$ cat config.mk
export PLATFORM = sky130hd
export DESIGN_NAME = delay
export DESIGN_NICKNAME = d
export VERILOG_FILES = /design/src/rtl/delay_pkg.sv /design/src/rtl/delay_stage.sv /design/src/rtl/delay.sv
export SDC_FILE = /design/constraint.sdc
export NUM_CORES = 1
export LEC_CHECK = 0
export BUFFER_PORTS_ARGS = -buffer_cell sky130_fd_sc_hd__buf_2
export CAP_MARGIN = 20
export CORE_AREA = 2 2 39 41
export CTS_CLUSTER_SIZE = 16
export DETAILED_ROUTE_END_ITERATION = 7
export DIE_AREA = 0 0 41 43
export PLACE_DENSITY_LB_ADDON = 0.12
export SYNTH_ARGS = -nofsm -noshare
export SYNTH_HDL_FRONTEND = slang
export SYNTH_SLANG_ARGS = --single-unit
$ cat constraint.sdc
create_clock -name clk -period 1.4 [get_ports clk]
set_input_delay 0.07 -clock clk [delete_from_list [all_inputs] [get_ports clk]]
set_output_delay 0.07 -clock clk [all_outputs]
set_load 0.005 [all_outputs]
$ cat src/rtl/delay_pkg.sv
// Shared constants, word type and parameter check for the fixed-latency delay line.
package delay_pkg;

   localparam int DELAY_DEFAULT_WIDTH = 4;
   localparam int DELAY_DEFAULT_DEPTH = 3;
   localparam int DELAY_MAX_DEPTH     = 64;

   // Word type at the default width; instances with other widths declare
   // the matching logic [WIDTH-1:0] locally.
   typedef logic [DELAY_DEFAULT_WIDTH-1:0] delay_word_t;

   function automatic bit delay_depth_ok(input int depth);
      return (depth >= 1) && (depth <= DELAY_MAX_DEPTH);
   endfunction

endpackage

$ cat src/rtl/delay_stage.sv
// One WIDTH-bit pipeline register that clears to zero on a synchronous reset.
module delay_stage #(
   parameter int WIDTH = 4
) (
   input  logic             clk,
   input  logic             rst,
   input  logic [WIDTH-1:0] d_i,
   output logic [WIDTH-1:0] q_o
);

   logic [WIDTH-1:0] data_q;

   always_ff @(posedge clk) begin
      if (rst) begin
         data_q <= '0;
      end else begin
         data_q <= d_i;
      end
   end

   assign q_o = data_q;

endmodule

$ cat src/rtl/delay.sv
// Fixed-latency delay line: b is a delayed by exactly DEPTH rising edges.
module delay
   import delay_pkg::*;
#(
   parameter int WIDTH = DELAY_DEFAULT_WIDTH,
   parameter int DEPTH = DELAY_DEFAULT_DEPTH
) (
   input  logic             clk,
   input  logic             rst,
   input  logic [WIDTH-1:0] a,
   output logic [WIDTH-1:0] b
);

   localparam type word_t = logic [WIDTH-1:0];

   if (!delay_depth_ok(DEPTH)) begin : g_bad_depth
      $error("delay: DEPTH must be in 1..64");
   end

   word_t stage_q [DEPTH];

   for (genvar gi = 0; gi < DEPTH; gi++) begin : g_stage
      word_t stage_d;

      if (gi == 0) begin : g_head
         assign stage_d = a;
      end else begin : g_link
         assign stage_d = stage_q[gi-1];
      end

      delay_stage #(
         .WIDTH (WIDTH)
      ) u_stage (
         .clk (clk),
         .rst (rst),
         .d_i (stage_d),
         .q_o (stage_q[gi])
      );
   end

   // Output is taken straight from the last flop.
   assign b = stage_q[DEPTH-1];

endmodule

==> results.toml, run 1 <==
[worst_setup_path]
worstSetupStartpointType = "flop"
arrival_ns = 0.67
rrSetupSlack_ns = 0.83
slowest_delay_ns = 0.30
cp-end-kind = "output pin"
crit_path_cell_trace = "buf_2"
cp_top_family = "flip-flops"
critPathBufInv = 1
crit_slowest_cell = "dfxtp_1"
crit_fanout = 1
criticalPathCategory = "reg2out"
worstPathRequired_ns = 1.33

[layout]
fin_cells = 52
drive_gt1_share_pct = 66.7
num_antenna_cells = 0
largest_register_ffs = 12
nets = 44
syn_to_final_growth_pct = 20.8

[synthesis]
syn_area_um2 = 367
ys_ff_latch = 12
ys_seq_area_share_pct = 65.5
postSynthNetCount = 31
synth_warnings = 0
synth.avg_cell_area_um2 = 14.7
syn-instance-count = 25
synth.distinct_cells = 5

[flow_run]
maxCapViolCount = 0

[floorplan]
io_pins = 10
placeableCoreArea_mm2 = 0.00138
fp-row-count = 14
die_y_um = 43
initial_core_util_pct = 26.5
dieArea_mm2 = 0.00176
fp.dieW_um = 41

[sta]
hold_viol = 0
slew_viol_final = 0
setup_viol = 0
worst_pin_slew_ns = 0.331
min_period_ns = 0.744
rsz0062_at_grt = "false"
fmax_mhz = 1340
tns_ns = 0
fin_worst_skew_ns = 0.000372
relSlewSlack_pct = 77.9
fin_crit_sh_pct = 53.2

[detailed_routing]
vias = 187
vias_per_cell = 3.60
ant_nets = 0
wl_met2_um = 171
highest_layer = "met3"
routed-wl-met3_um = 47
drc_errors = 0
met1_length_um = 205
wl_um = 423
first_iter_violations = 1
wl_per_cell_um = 8.13
dr.pass1.iters = 2

[clocking]
hold_buffers = 0
max-clock-path-buffers = 2
numClockSinks = 12
cts.clk_slew.worst_paths_ns = 0.07
cts_htree_levels = 1
worst_skew_pair.late_latency_ns = 0.26
cts_tree = "built"
cts_buffers = 3
post_cts_resized = 0
post-cts-setup-buffer-count = 0
cts-root-buf = "clkbuf_4"

[hold_path]
hold_class = "in2reg"

[placed_design]
dpl.cell_count = 49
place_hpwl_um = 303
portBuffers = 9
place_congestion = 0.523

[grt]
grt_max_degree = 13
overflow = 0
grt_pass1_wl_um = 752
grt_pass1_vias = 177
antenna_found_initial = 0
grtUsageTotal_pct = 6.98

[pwr]
max-vdd-ir-drop_uv = 378
power_frac_comb_pct = 5.6
p_seq_share_pct = 60.5
p_switching_mw = 0.116
clkPwrFrac_pct = 33.8
power_density_mw_per_mm2 = 1330
internal-power_mw = 0.474
p_leak_nw = 0.198
switching_share_pct = 19.6

[outcome]
status = "completed"
-- final timing paths --
path	start	to	cells past startpoint
max	g_stage[2].u_stage.q_o[2]	b[2]	1
max reg2reg	g_stage[0].u_stage.q_o[2]	g_stage[1].u_stage.q_o[2]	1
min	a[1]	g_stage[0].u_stage.q_o[1]	2
min reg2reg	g_stage[1].u_stage.q_o[0]	g_stage[2].u_stage.q_o[0]	1
-- metal layers --
layer / global-route usage [%] / vias to the layer above
met1: 9.54 / 82
met4: 8.00 / 0
met2: 5.94 / 9
met5: 0 / -
li1: - / 96
met3: 4.71 / 0
-- synth_stat cells --
library cell	number	area, um^2
and2b_2	2	17.5
buf_6	1	11.3
nor2b_4	2	27.5
nor2b_2	8	70.1
dfxtp_1	12	240
-- through the flow --
| step | worst slack, ns | util (%) | cell area [um^2] | hold slack, ns | total power, mW |
|---|---|---|---|---|---|
| after detailed placement | 0.645 | 30.4 | 420 | 0.292 | 0.399 |
| final | 0.656 | 32.0 | 443 | 0.0201 | 0.590 |
| after global routing | 0.618 | 32.0 | 443 | 0.0172 | 0.622 |
| after global placement | 0.679 | 30.4 | 420 | 0.283 | 0.397 |
| after CTS | 0.642 | 32.0 | 443 | 0.0132 | 0.599 |
| after floorplan | 0.848 | - | 367 | 0.199 | 0.390 |
-- power groups by stage --
| stage | Clock [mW] | Combinational [mW] | Sequential (mW) |
|---|---|---|---|
| after global routing | 0.226 | 0.0370 | 0.359 |
| after global placement | 0 | 0.0324 | 0.365 |
| final | 0.200 | 0.0332 | 0.357 |
| after floorplan | 0 | 0.0243 | 0.365 |
| after CTS | 0.208 | 0.0340 | 0.357 |
| after detailed placement | 0 | 0.0340 | 0.365 |
-- placed cells by master, fill, tap and decap left out --
cell type   n
dfxtp_1    12
buf_2       9
nor2b_4     2
and2b_2     2
nor2b_2     8
clkbuf_4    3
-- cell type report --
cell class,count,area (um^2)
repair buffers,9,45.0
flip-flops and latches,12,240
fillers,157,941
multi-input cells,12,115
clock buffers,3,22.5
well taps,16,20.0
-- cell families (layout without fill, tap and decap cells) --
logic type	Yosys count	count (layout)	synth area share, %
buffers and inverters	1	12	3.07
DFF	12	12	65.5
and+or+nand+nor	12	12	31.4
No activity file was read; power rests on OpenSTA's default activity.
==> inputs of run 2 (changes only) <==
ABC_AREA = 1   (was not set)
clock period = 0.8 ns   (was 1.4 ns; I/O delays follow)
==> run 2 against run 1 <==
- hold slack better by 0.065 ns
- critical endpoint is now b[0]
- synthesized area is 6.8% lower
- total power is 75% higher
- non-clock buffer count is 4 higher
- sequential power is 76% higher
- first-iteration DRC count stayed put
- largest power group unchanged
- sequential share of layout area is 1.8 points lower
==> results.toml, run 2 <==
[outcome]
status = "completed"

[worst_setup_path]
crit_fanout = 1
arrival_ns = 0.67
crit_slowest_cell = "dfxtp_1"
crit_path_cell_trace = "buf_2"
criticalPathCategory = "reg2out"
worstPathRequired_ns = 0.76
critPathBufInv = 1
cp-end-kind = "output pin"
slowest_delay_ns = 0.30
worstSetupStartpointType = "flop"
cp_top_family = "flip-flops"

[pwr]
switching_share_pct = 19.7
power_frac_comb_pct = 5.7
max-vdd-ir-drop_uv = 800
power_density_mw_per_mm2 = 2250
clkPwrFrac_pct = 33.6
p_total_mw = 1.03
p_switching_mw = 0.204
internal-power_mw = 0.828
p_leak_nw = 0.234
p_seq_share_pct = 60.7

[placed_design]
place_hpwl_um = 292
dpl.cell_count = 61
portBuffers = 9
place_congestion = 0.508

[synthesis]
yosysTopAreaCellShare_pct = 70.3
synth_top_cells_by_count = "12 x dfxtp_1, 12 x inv_1, 12 x nor2_1"
ys_seq_area_share_pct = 70.3
ys_ff_latch = 12
yosys.area.top_type = "dfxtp_1"
synth-edff-count = 0
synth.distinct_cells = 4
syn-instance-count = 37
yosys-top-cells-area = "dfxtp_1 70%, inv_1 13%, nor2_1 13%"
postSynthNetCount = 43
synth.avg_cell_area_um2 = 9.23
synth-async-reset-ratio_pct = 0
synth_warnings = 0
synth_flop_cell = "dfxtp_1"
syn_area_um2 = 342

[grt]
grt_max_degree = 13
grtUsageTotal_pct = 6.86
antenna_found_initial = 0
grt_pass1_wl_um = 717
overflow = 0
grt_pass1_vias = 193

[floorplan]
io_pins = 10
fp.dieW_um = 41
placeableCoreArea_mm2 = 0.00138
initial_core_util_pct = 24.7
dieArea_mm2 = 0.00176
fp-row-count = 14
die_y_um = 43

[sta]
fin_crit_sh_pct = 88.8
fmax_mhz = 1410
worst_pin_slew_ns = 0.199
rsz0062_at_grt = "false"
tns_ns = 0
min_period_ns = 0.710
hold_viol = 0
relSlewSlack_pct = 86.7
fin_worst_skew_ns = 0.00135
slew_viol_final = 0
setup_viol = 0

[clocking]
max-clock-path-buffers = 2
post_cts_resized = 0
numClockSinks = 12
cts-root-buf = "clkbuf_4"
cts_buffers = 3
cts_tree = "built"
cts_htree_levels = 1
cts.clk_slew.worst_paths_ns = 0.07
worst_skew_pair.late_latency_ns = 0.26

[layout]
mostFrequentLayoutCells = "12 x inv_1, 12 x nor2_1, 12 x dfxtp_1, 9 x buf_2, 4 x dlygate4sd3_1"
area.sequential_um2 = 240
fin_cells = 68
syn_to_final_growth_pct = 34.1
fill_cells = 144
multi_input_area_um2 = 45.0
nets = 60
drive_gt1_share_pct = 23.1
largest_register_ffs = 12
num_antenna_cells = 0

[detailed_routing]
wl_per_cell_um = 6.37
vias = 227
dr.pass1.iters = 3
first_iter_violations = 1
vias_per_cell = 3.34
wl_um = 433
drc_errors = 0
ant_nets = 0

[hold_path]
hold_class = "in2reg"

[flow_run]
maxCapViolCount = 0
## run 2: power by group through the flow
stage,logic [mW],clock network (mW),registers [mW]
2_1_floorplan,0.0278,0,0.640
3_3_place_gp,0.0422,0,0.639
3_5_place_dp,0.0453,0,0.640
4_1_cts,0.0599,0.374,0.626
5_1_grt,0.0684,0.394,0.628
6_report,0.0587,0.347,0.627
## run 2: what timing repair did
item | in CTS | in global routing
endpoints found under the hold margin | 4 | 0
hold buffers | 4 | 0
setup endpoints to repair | 0 | 0
setup buffers | 0 | 0
## run 2: per-stage QoR
stage	setup slack [ns]	instance area [um^2]	utilization, %	hold slack [ns]
after floorplan	0.351	342	-	0.111
after global placement	0.340	395	28.6	0.237
after detailed placement	0.318	395	28.6	0.250
after CTS	0.0698	458	33.1	0.0772
after global routing	0.0323	458	33.1	0.0859
final	0.0899	458	33.1	0.0851
## run 2: final timing paths
path	cells past startpoint	slack, ns	endpoint	startpoint
worst max-delay path	1	0.09	b[0]	g_stage[2].u_stage.q_o[0]
worst min-delay path	2	0.09	g_stage[2].u_stage.q_o[1]	rst
worst min register to register	2	0.40	g_stage[2].u_stage.q_o[3]	g_stage[1].u_stage.q_o[3]
worst max register to register	2	0.32	g_stage[2].u_stage.q_o[1]	g_stage[1].u_stage.q_o[1]
## run 2: routing by layer
metal / vias to the layer above / wire length [um] / GRT usage, %
li1: 128 / - / -
met1: 88 / 198 / 6.21
met2: 11 / 178 / 8.75
met3: 0 / 57 / 7.85
met4: 0 / 0 / 4.00
met5: - / 0 / 0
## run 2: layout make-up
| class | count | area share, % |
|---|---|---|
| flip-flops and latches | 12 | 52.5 |
| repair buffers | 13 | 18.6 |
| multi-input cells | 12 | 9.84 |
| inverters | 12 | 9.84 |
| clock buffers | 3 | 4.92 |
| well taps | 16 | 4.37 |
## run 2: cells by family (layout without fill, tap and decap cells)
group	after synthesis	in the layout	synth area share (%)
buffers and inverters	13	28	16.5
and+or+nand+nor	12	12	13.2
DFF	12	12	70.3
